## config.mk

```make
export PLATFORM = sky130hd
export DESIGN_NAME = ahb_seven_segment_mux
export DESIGN_NICKNAME = d
export VERILOG_FILES = /design/src/rtl/ahb_seven_segment_mux.sv
export SDC_FILE = /design/constraint.sdc
export NUM_CORES = 1
export LEC_CHECK = 0
export CAP_MARGIN = 20
export CORE_ASPECT_RATIO = 1.2
export CORE_MARGIN = 1
export CORE_UTILIZATION = 43
export CTS_CLUSTER_DIAMETER = 40
export CTS_CLUSTER_SIZE = 28
export DETAILED_ROUTE_END_ITERATION = 10
export PLACE_DENSITY = 0.8
export SKIP_LAST_GASP = 1
export SLEW_MARGIN = 25
export SYNTH_ARGS = -nofsm -noshare
export SYNTH_HDL_FRONTEND = slang
export SYNTH_SLANG_ARGS = --single-unit
```

## constraint.sdc

```tcl
create_clock -name HCLK -period 2.1 [get_ports HCLK]
set_input_delay 0.42 -clock HCLK [delete_from_list [all_inputs] [get_ports HCLK]]
set_output_delay 0.42 -clock HCLK [all_outputs]
set_load 0.02 [all_outputs]
```

## src/rtl/ahb_seven_segment_mux.sv

```systemverilog
// AHB-Lite slave driving a multiplexed common-cathode seven-segment display.
// Handles scanning, leading-zero suppression, per-digit blink and PWM dimming.
module ahb_seven_segment_mux #(
    parameter int unsigned NUM_DIGITS   = 4,
    parameter int unsigned SLOT_CYCLES  = 1000,
    parameter int unsigned BLINK_FRAMES = 64,
    parameter int unsigned PWM_BITS     = 4
) (
    input  logic                  HCLK,
    input  logic                  HRESETn,
    input  logic                  HSEL,
    input  logic                  HREADY,
    input  logic                  HWRITE,
    input  logic [31:0]           HADDR,
    input  logic [1:0]            HTRANS,
    input  logic [2:0]            HSIZE,
    input  logic [31:0]           HWDATA,
    output logic [31:0]           HRDATA,
    output logic                  HREADYOUT,
    output logic                  SegA,
    output logic                  SegB,
    output logic                  SegC,
    output logic                  SegD,
    output logic                  SegE,
    output logic                  SegF,
    output logic                  SegG,
    output logic                  DP,
    output logic [NUM_DIGITS-1:0] nDigit
);

    localparam int unsigned DIG_W  = $clog2(NUM_DIGITS);
    localparam int unsigned PRE_W  = $clog2(SLOT_CYCLES);
    localparam int unsigned FRM_W  = (BLINK_FRAMES > 1) ? $clog2(BLINK_FRAMES) : 1;
    localparam int unsigned DATA_W = 4 * NUM_DIGITS;

    localparam logic [2:0] OFF_DATA   = 3'd0;
    localparam logic [2:0] OFF_DPEN   = 3'd1;
    localparam logic [2:0] OFF_CTRL   = 3'd2;
    localparam logic [2:0] OFF_BMASK  = 3'd3;
    localparam logic [2:0] OFF_STATUS = 3'd4;

    // Bus data-phase tracking
    logic       accept;
    logic       dp_valid_q;
    logic       dp_write_q;
    logic [2:0] dp_off_q;
    logic       wr_en;
    logic       rd_en;

    // Software-visible registers
    logic [DATA_W-1:0]     data_q;
    logic [NUM_DIGITS-1:0] dpen_q;
    logic                  en_q;
    logic                  lzs_q;
    logic                  blink_q;
    logic [PWM_BITS-1:0]   bright_q;
    logic [NUM_DIGITS-1:0] bmask_q;

    // Scan, blink and PWM counters
    logic [PRE_W-1:0]    presc_q;
    logic [DIG_W-1:0]    digit_q;
    logic [FRM_W-1:0]    frame_q;
    logic                phase_q;
    logic [PWM_BITS-1:0] pwm_q;
    logic                slot_end;
    logic                frame_end;

    // Display datapath
    logic [3:0]            nibble [NUM_DIGITS];
    logic [NUM_DIGITS-1:0] lz_blank;
    logic                  blank;
    logic [6:0]            seg_d;
    logic [6:0]            seg_q;
    logic                  dp_d;
    logic                  dp_q;
    logic [NUM_DIGITS-1:0] ndigit_d;
    logic [NUM_DIGITS-1:0] ndigit_q;

    logic unused_bits;
    assign unused_bits = ^{HADDR[31:5], HADDR[1:0], HTRANS[0], HSIZE, HWDATA};

    assign HREADYOUT = 1'b1;

    // ------------------------------------------------------------------
    // AHB-Lite slave
    // ------------------------------------------------------------------
    assign accept = HSEL & HREADY & HTRANS[1];
    assign wr_en  = dp_valid_q & dp_write_q;
    assign rd_en  = dp_valid_q & ~dp_write_q;

    always_ff @(posedge HCLK or negedge HRESETn) begin
        if (!HRESETn) begin
            dp_valid_q <= 1'b0;
            dp_write_q <= 1'b0;
            dp_off_q   <= 3'd0;
        end else if (HREADY) begin
            dp_valid_q <= accept;
            dp_write_q <= HWRITE;
            dp_off_q   <= HADDR[4:2];
        end
    end

    always_ff @(posedge HCLK or negedge HRESETn) begin
        if (!HRESETn) begin
            data_q   <= '0;
            dpen_q   <= '0;
            en_q     <= 1'b0;
            lzs_q    <= 1'b0;
            blink_q  <= 1'b0;
            bright_q <= '0;
            bmask_q  <= '0;
        end else if (wr_en) begin
            case (dp_off_q)
                OFF_DATA:  data_q <= HWDATA[DATA_W-1:0];
                OFF_DPEN:  dpen_q <= HWDATA[NUM_DIGITS-1:0];
                OFF_CTRL: begin
                    en_q     <= HWDATA[0];
                    lzs_q    <= HWDATA[1];
                    blink_q  <= HWDATA[2];
                    bright_q <= HWDATA[8 +: PWM_BITS];
                end
                OFF_BMASK: bmask_q <= HWDATA[NUM_DIGITS-1:0];
                default: ;
            endcase
        end
    end

    always_comb begin
        HRDATA = '0;
        if (rd_en) begin
            case (dp_off_q)
                OFF_DATA:  HRDATA[DATA_W-1:0]     = data_q;
                OFF_DPEN:  HRDATA[NUM_DIGITS-1:0] = dpen_q;
                OFF_CTRL: begin
                    HRDATA[0]             = en_q;
                    HRDATA[1]             = lzs_q;
                    HRDATA[2]             = blink_q;
                    HRDATA[8 +: PWM_BITS] = bright_q;
                end
                OFF_BMASK: HRDATA[NUM_DIGITS-1:0] = bmask_q;
                OFF_STATUS: begin
                    HRDATA[DIG_W-1:0] = digit_q;
                    HRDATA[8]         = phase_q;
                end
                default: ;
            endcase
        end
    end

    // ------------------------------------------------------------------
    // Scan, blink and PWM counters (free-running, independent of EN)
    // ------------------------------------------------------------------
    assign slot_end  = (presc_q == PRE_W'(SLOT_CYCLES - 1));
    assign frame_end = slot_end & (digit_q == DIG_W'(NUM_DIGITS - 1));

    always_ff @(posedge HCLK or negedge HRESETn) begin
        if (!HRESETn) begin
            presc_q <= '0;
            digit_q <= '0;
            frame_q <= '0;
            phase_q <= 1'b0;
            pwm_q   <= '0;
        end else begin
            pwm_q   <= pwm_q + PWM_BITS'(1);
            presc_q <= slot_end ? '0 : presc_q + PRE_W'(1);
            if (slot_end) begin
                digit_q <= frame_end ? '0 : digit_q + DIG_W'(1);
            end
            if (frame_end) begin
                if (frame_q == FRM_W'(BLINK_FRAMES - 1)) begin
                    frame_q <= '0;
                    phase_q <= ~phase_q;
                end else begin
                    frame_q <= frame_q + FRM_W'(1);
                end
            end
        end
    end

    // ------------------------------------------------------------------
    // Display datapath
    // ------------------------------------------------------------------
    function automatic logic [6:0] font(input logic [3:0] v);
        // Bit order {a,b,c,d,e,f,g}
        case (v)
            4'h0: font = 7'b1111110;
            4'h1: font = 7'b0110000;
            4'h2: font = 7'b1101101;
            4'h3: font = 7'b1111001;
            4'h4: font = 7'b0110011;
            4'h5: font = 7'b1011011;
            4'h6: font = 7'b1011111;
            4'h7: font = 7'b1110000;
            4'h8: font = 7'b1111111;
            4'h9: font = 7'b1111011;
            4'hA: font = 7'b1110111;
            4'hB: font = 7'b0011111;
            4'hC: font = 7'b1001110;
            4'hD: font = 7'b0111101;
            4'hE: font = 7'b1001111;
            default: font = 7'b1000111;
        endcase
    endfunction

    // A DP-enabled digit counts as significant, so suppression stops at it and
    // the zeros below it stay visible (e.g. " 0.05").
    always_comb begin : lzs_calc
        logic zero_above;
        zero_above = 1'b1;
        for (int i = NUM_DIGITS - 1; i >= 0; i--) begin
            nibble[i]   = data_q[4*i +: 4];
            zero_above  = zero_above & (nibble[i] == 4'h0) & ~dpen_q[i];
            lz_blank[i] = zero_above & (i != 0);
        end
    end

    always_comb begin
        blank = ~en_q
              | (lzs_q & lz_blank[digit_q])
              | (blink_q & phase_q & bmask_q[digit_q])
              | (pwm_q > bright_q);
        seg_d = blank ? 7'b0 : font(nibble[digit_q]);
        dp_d  = ~blank & dpen_q[digit_q];
        for (int i = 0; i < NUM_DIGITS; i++) begin
            ndigit_d[i] = blank | (DIG_W'(i) != digit_q);
        end
    end

    always_ff @(posedge HCLK or negedge HRESETn) begin
        if (!HRESETn) begin
            seg_q    <= 7'b0;
            dp_q     <= 1'b0;
            ndigit_q <= '1;
        end else begin
            seg_q    <= seg_d;
            dp_q     <= dp_d;
            ndigit_q <= ndigit_d;
        end
    end

    assign {SegA, SegB, SegC, SegD, SegE, SegF, SegG} = seg_q;
    assign DP     = dp_q;
    assign nDigit = ndigit_q;

endmodule
```

# Word-level counts from Yosys, hierarchy flattened
# Memories as Yosys holds them, arrays and structs flattened.
# Cells that the tools add are included.
[op_classes] n_shift=0 n_reduce_logical=10 n_lt_le_gt_ge=3 add_sub_neg=4 bitwise=29 div_mod_pow=0 mux=21 eq_ne=10 n_mul=0
[ops] cell="$mux W16" count=1
[ops] cell="$mux W4" count=4
[ops] cell="$and A1 B1 Y1" count=14
[ops] cell="$logic_not A4 Y1" count=3
[ops] cell="$add A10 B1 Y10 const B" count=1
[ops] cell="$eq A10 B10 Y1 const B" count=1
[ops] cell="$mux W10" count=1
[ops] cell="$pmux W2 S5" count=1
[ops] cell="$reduce_and A2 Y1" count=5
[ops] cell="$bmux W4 S2" count=1
[ops] cell="$mux W7" count=1
[ops] cell="$not A1 Y1" count=7
[ops] cell="$or A1 B1 Y1" count=7
[ops] cell="$add A6 B1 Y6 const B" count=1
[ops] cell="$bmux W1 S2" count=3
[ops] cell="$eq A3 B2 Y1 const B" count=2
[ops] cell="$eq A6 B6 Y1 const B" count=1
[ops] cell="$mux W6" count=1
[ops] cell="$pmux W1 S3" count=2
[ops] cell="$pmux W3 S2" count=1
[ops] cell="$add A4 B1 Y4 const B" count=1
[ops] cell="$gt A4 B4 Y1" count=1
[ops] cell="$ne A2 B2 Y1 const A" count=2
[ops] cell="$pmux W1 S4" count=1
[ops] cell="other kinds (12)" count=14
[totals] mem_bits_rw=0 wordCells=96 mem_bits_ro=112 reg_bits=71 latch_bits=0 mem_count=1
[memory_table] name="(name not given)" words=16 width=7 rd=1 rd_clocked_by_memory_dff=0 write_ports=0 line="185" text="case (v)"

# Depth between registers and ports, before layout
[logic_depth] ltp_word=14 mapped_depth=8 mapped_depth_nobuf=7

# Worst setup path after synthesis
# Ideal clock, no wire load.
[synth_path] path_type="register -> register" from="register digit_q[0]" to="register seg_q[6]" setup_ps=124 path_stages_with_launch=9 period_less_slack_ps=2235 t_arrival_ps=2111 path_buffers=1 path_slack_ps=-135 path_cell_list="dfrtp_1 -> buf_6 -> mux4_1 -> inv_1 -> ha_1 -> nor2_1 -> a22oi_1 -> nand3_1 -> o31a_1"
[synth_via] elab_chain_cells=7 elab_cells_between_ends=15 classes_between="mux: 8; bitwise: 6; memory: 1"
[synth_lines] item="from (decl)" line="61" text="logic [DIG_W-1:0] digit_q;"
[synth_lines] item="from (signal assigned)" line="167" text="digit_q <= frame_end ? '0 : digit_q + DIG_W'(1);"
[synth_lines] item="branches (longest 6 deep; another with $mem_v2 Z16 W7)"
[synth_lines] item="$mux W7 (*)" line="222" text="seg_d = blank ? 7'b0 : font(nibble[digit_q]);"
[synth_lines] item="net seg_d[6]" line="72" text="logic [6:0] seg_d;"
[synth_lines] item="to (signal assigned)" line="235" text="seg_q <= seg_d;"
[synth_lines] item="to (decl)" line="73" text="logic [6:0] seg_q;"
# Mark *: on every way through the listed nets, which the timed path passes. The select of a mux whose other input is x is not followed.
# A chain may end at the register's enable or synchronous reset.

# Worst setup path after layout
[layout_path] from="register dp_off_q[0]" to="output HRDATA[3]"
[layout_via] elab_chain_cells=3 elab_cells_between_ends=5 classes_between="eq/ne: 2; mux: 2; reduce/logical: 1"
[layout_lines] item="from (decl)" line="46" text="logic [2:0] dp_off_q;"
[layout_lines] item="from (signal assigned)" line="99" text="dp_off_q <= HADDR[4:2];"
[layout_lines] item="$eq A3 B2 Y1 (tied with other cells)" line="131" text="case (dp_off_q)"
[layout_lines] item="$pmux W1 S3 (*)" line="131"
[layout_lines] item="$mux W16 (*)" line="130" text="if (rd_en) begin"
[layout_lines] item="to (decl)" line="18" text="output logic [31:0] HRDATA,"
# Every way passes the cells marked *; elsewhere a longest branch is shown, timed or not.

==> run summary <==
initial antenna violation count = 0
Antenna Cells = 0
RSZ-0062 raised after global routing = yes
drt first-iter violations = 235
# port buffers = 52
fin crit share = 102%
multi-input logic area = 1960 µm²
#FFs+latches synth = 71
# H-tree levels = 3
asr flop ratio synth = 100%
clk buf depth = 2
post-layout util = 56.0%
Die Area = 9470 µm²
first-pass GRT wire length = 14500 µm
Max Slew Vio Count = 0
max cap viols = 0
# placed instances = 552
failing checks = setup timing
Fin Hold WS = 0.0842 ns
non-filler cells, final = 572
RePlAce Congestion = 0.871
largest net degree at the start of global routing = 72
critical path endpoint category = output pin
worst-skew pair later-pin latency = 0.35 ns
Final Hold Viols = 0
I/O pins = 119
Tot GR Track Use = 20.2%
row count = 37
Critical Path, Cell by Cell = buf_6 -> buf_6 -> mux2i_1 -> nor2_1 -> a31oi_1 -> nor3_1 -> buf_2
clk root buf = clkbuf_8
M1 wire length = 3730 µm
area grow syn2layout = 24.8%
peak supply drop = 0.000403 V
Power Density = 849 nW/µm²
Hold Path Class = in2async
Worst-path clk slew = 0.07 ns
# hold bufs at CTS = 0
EDFF count, synth = 0
NumNets Final = 540
register area share after synthesis = 45.6%
Setup crit start kind = flop
Initial Util = 44.9%
dpl ws = -0.162 ns
grt ovf = 0
DR WL/cell = 15.0 µm
Syn Area/Cell = 10.7 µm²
WP data arrival = 1.72 ns
setup violators final = 2
total power = 4.14 mW
ys flop type = dfrtp_1
vias per cell = 5.24
worst path bufs/invs = 3
Antenna Nets Post-Route = 0
CP peak stage delay = 0.48 ns
CTS tree = done
status = complete, but fails checks
CP Max Fanout = 7
Synth Warn # = 0
fill count = 782
via count = 2995
Fmax = 467 MHz
DRC violations left = 0
metal3 WL = 360 µm
Crit path top cell by count = buf_6
vias in the first global route = 3042
Die Span Y = 106 µm
worst setup margin = -0.0433 ns
FF/Latch Area = 1790 µm²
CTS sink cnt = 71
Req. time, crit path = 1.68 ns
fraction of layout cells with a size suffix above 1 = 27.5%
first drt pass iteration count = 5
uppermost routed layer = met4
Detailed Place HPWL = 6210 µm
leakage = 2.23 nW
total routed wirelength = 8560 µm
most common cell after layout, fill and taps aside = dfrtp_1
CP delay by family, top = flip-flops
cell area after synthesis = 3910 µm²
clock skew = 0.0109 ns
post-synth cell types = 49
CTS Buf Count = 9
WS Path Type = reg2out
Period minus WS final = 2.14 ns
Synth Instances = 365
Slowest-stage cell, CP = dfrtp_2
commonest cells after routing, fill and taps aside = dfrtp_1 (64), clkdlybuf4s50_1 (35), nand2_1 (34), buf_4 (33), mux2_2 (32)
area of the core = 8700 µm²
met2 routed WL = 4260 µm
die width = 89.0 µm
-- per-stage QoR --
| step | area [µm²] | TNS (ns) |
|---|---|---|
| after global placement | 4700 | -1.24 |
| after detailed placement | 4700 | -1.41 |
| after CTS | 4900 | -0.232 |
| after global routing | 4880 | -0.349 |
| final | 4880 | -0.0799 |
| after floorplan | 3980 | 0 |
-- worst paths after layout --
kind	from	to	slack, ns	depth (start not counted)
worst max register to register	digit_q[0]$_DFFE_PN0P_	seg_q[6]$_DFF_PN0_	0.12	7
worst min register to register	pwm_q[3]$_DFF_PN0_	pwm_q[3]$_DFF_PN0_	0.47	1
worst max-delay path	dp_off_q[0]$_DFFE_PN0P_	HRDATA[3]	-0.04	7
min in group HCLK	pwm_q[3]$_DFF_PN0_	pwm_q[3]$_DFF_PN0_	0.47	1
max in group asynchronous	HRESETn	nDigit[2]$_DFF_PN1_	1.68	2
worst min-delay path	HRESETn	bmask_q[2]$_DFFE_PN0P_	0.08	2
-- synth_stat cells (all sizes together), types with 2 or more instances --
cell type / count / area share [%]
o21ai: 21 / 2.7
xnor2: 5 / 1.1
clkbuf: 4 / 0.38
ha: 16 / 5.1
buf: 26 / 4.7
and2: 5 / 0.80
a31oi: 3 / 0.48
nand3b: 4 / 0.77
nor4: 4 / 1.2
nand2b: 4 / 0.64
nand3: 15 / 1.9
conb: 2 / 0.19
xor2: 5 / 1.1
and3: 14 / 2.3
dfstp: 4 / 2.7
nor2b: 2 / 0.32
inv: 14 / 1.3
mux2i: 13 / 3.3
nor2: 22 / 2.2
dfrtp: 67 / 43
nand4: 6 / 0.96
mux4: 7 / 4.4
nand2: 34 / 3.3
mux2: 32 / 9.2
a21oi: 12 / 1.5
nor3: 8 / 1.0
or3: 3 / 0.48
a211oi: 2 / 0.51
-- report_power, final --
part | switching (mW) | internal (mW)
combinational | 0.635 | 0.678
clock | 0.517 | 0.454
sequential | 0.226 | 1.63
-- cell families after synthesis --
| group | after synthesis | synth area share (%) |
|---|---|---|
| DFF | 71 | 45.6 |
| other | 2 | 0.192 |
| adders and majority gates | 16 | 5.12 |
| and+or+nand+nor | 125 | 16.7 |
| muxes | 52 | 17.0 |
| AOI/OAI and AO/OA | 45 | 6.76 |
| xor gates and xnor gates | 10 | 2.24 |
| buffers and inverters | 44 | 6.44 |
-- state kept, by name (all words and copies together), names as in the netlist, 2 cells and up --
name / cells
frame_q: 6
presc_q: 10
nDigit: 4
dp_off_q: 3
seg_q: 7
pwm_q: 4
bright_q: 4
data_q: 16
bmask_q: 4
digit_q: 2
dpen_q: 4
-- area by class of cell --
cell class / instances / share of cell area (%)
Timing Repair Buffer: 89 / 15.5
Inverter: 14 / 1.13
Multi-Input combinational cell: 265 / 40.2
Clock buffer: 10 / 2.82
Tap cell: 117 / 3.00
Clock inverter: 6 / 0.744
Sequential cell: 71 / 36.6
-- per-layer routing --
layer / vias up / global-route usage (%)
li1: 1425 / -
met1: 1449 / 26.0
met2: 100 / 32.3
met3: 21 / 3.42
met4: 0 / 10.3
met5: - / 0
-- timing repair --
item                       in CTS  in global routing
resized for setup              66                 18
pin swaps                       3                  2
cloned                          1                  0
buffers inserted                1                  2
setup endpoints to repair      16                 22
(Power assumes the default switching activity.)
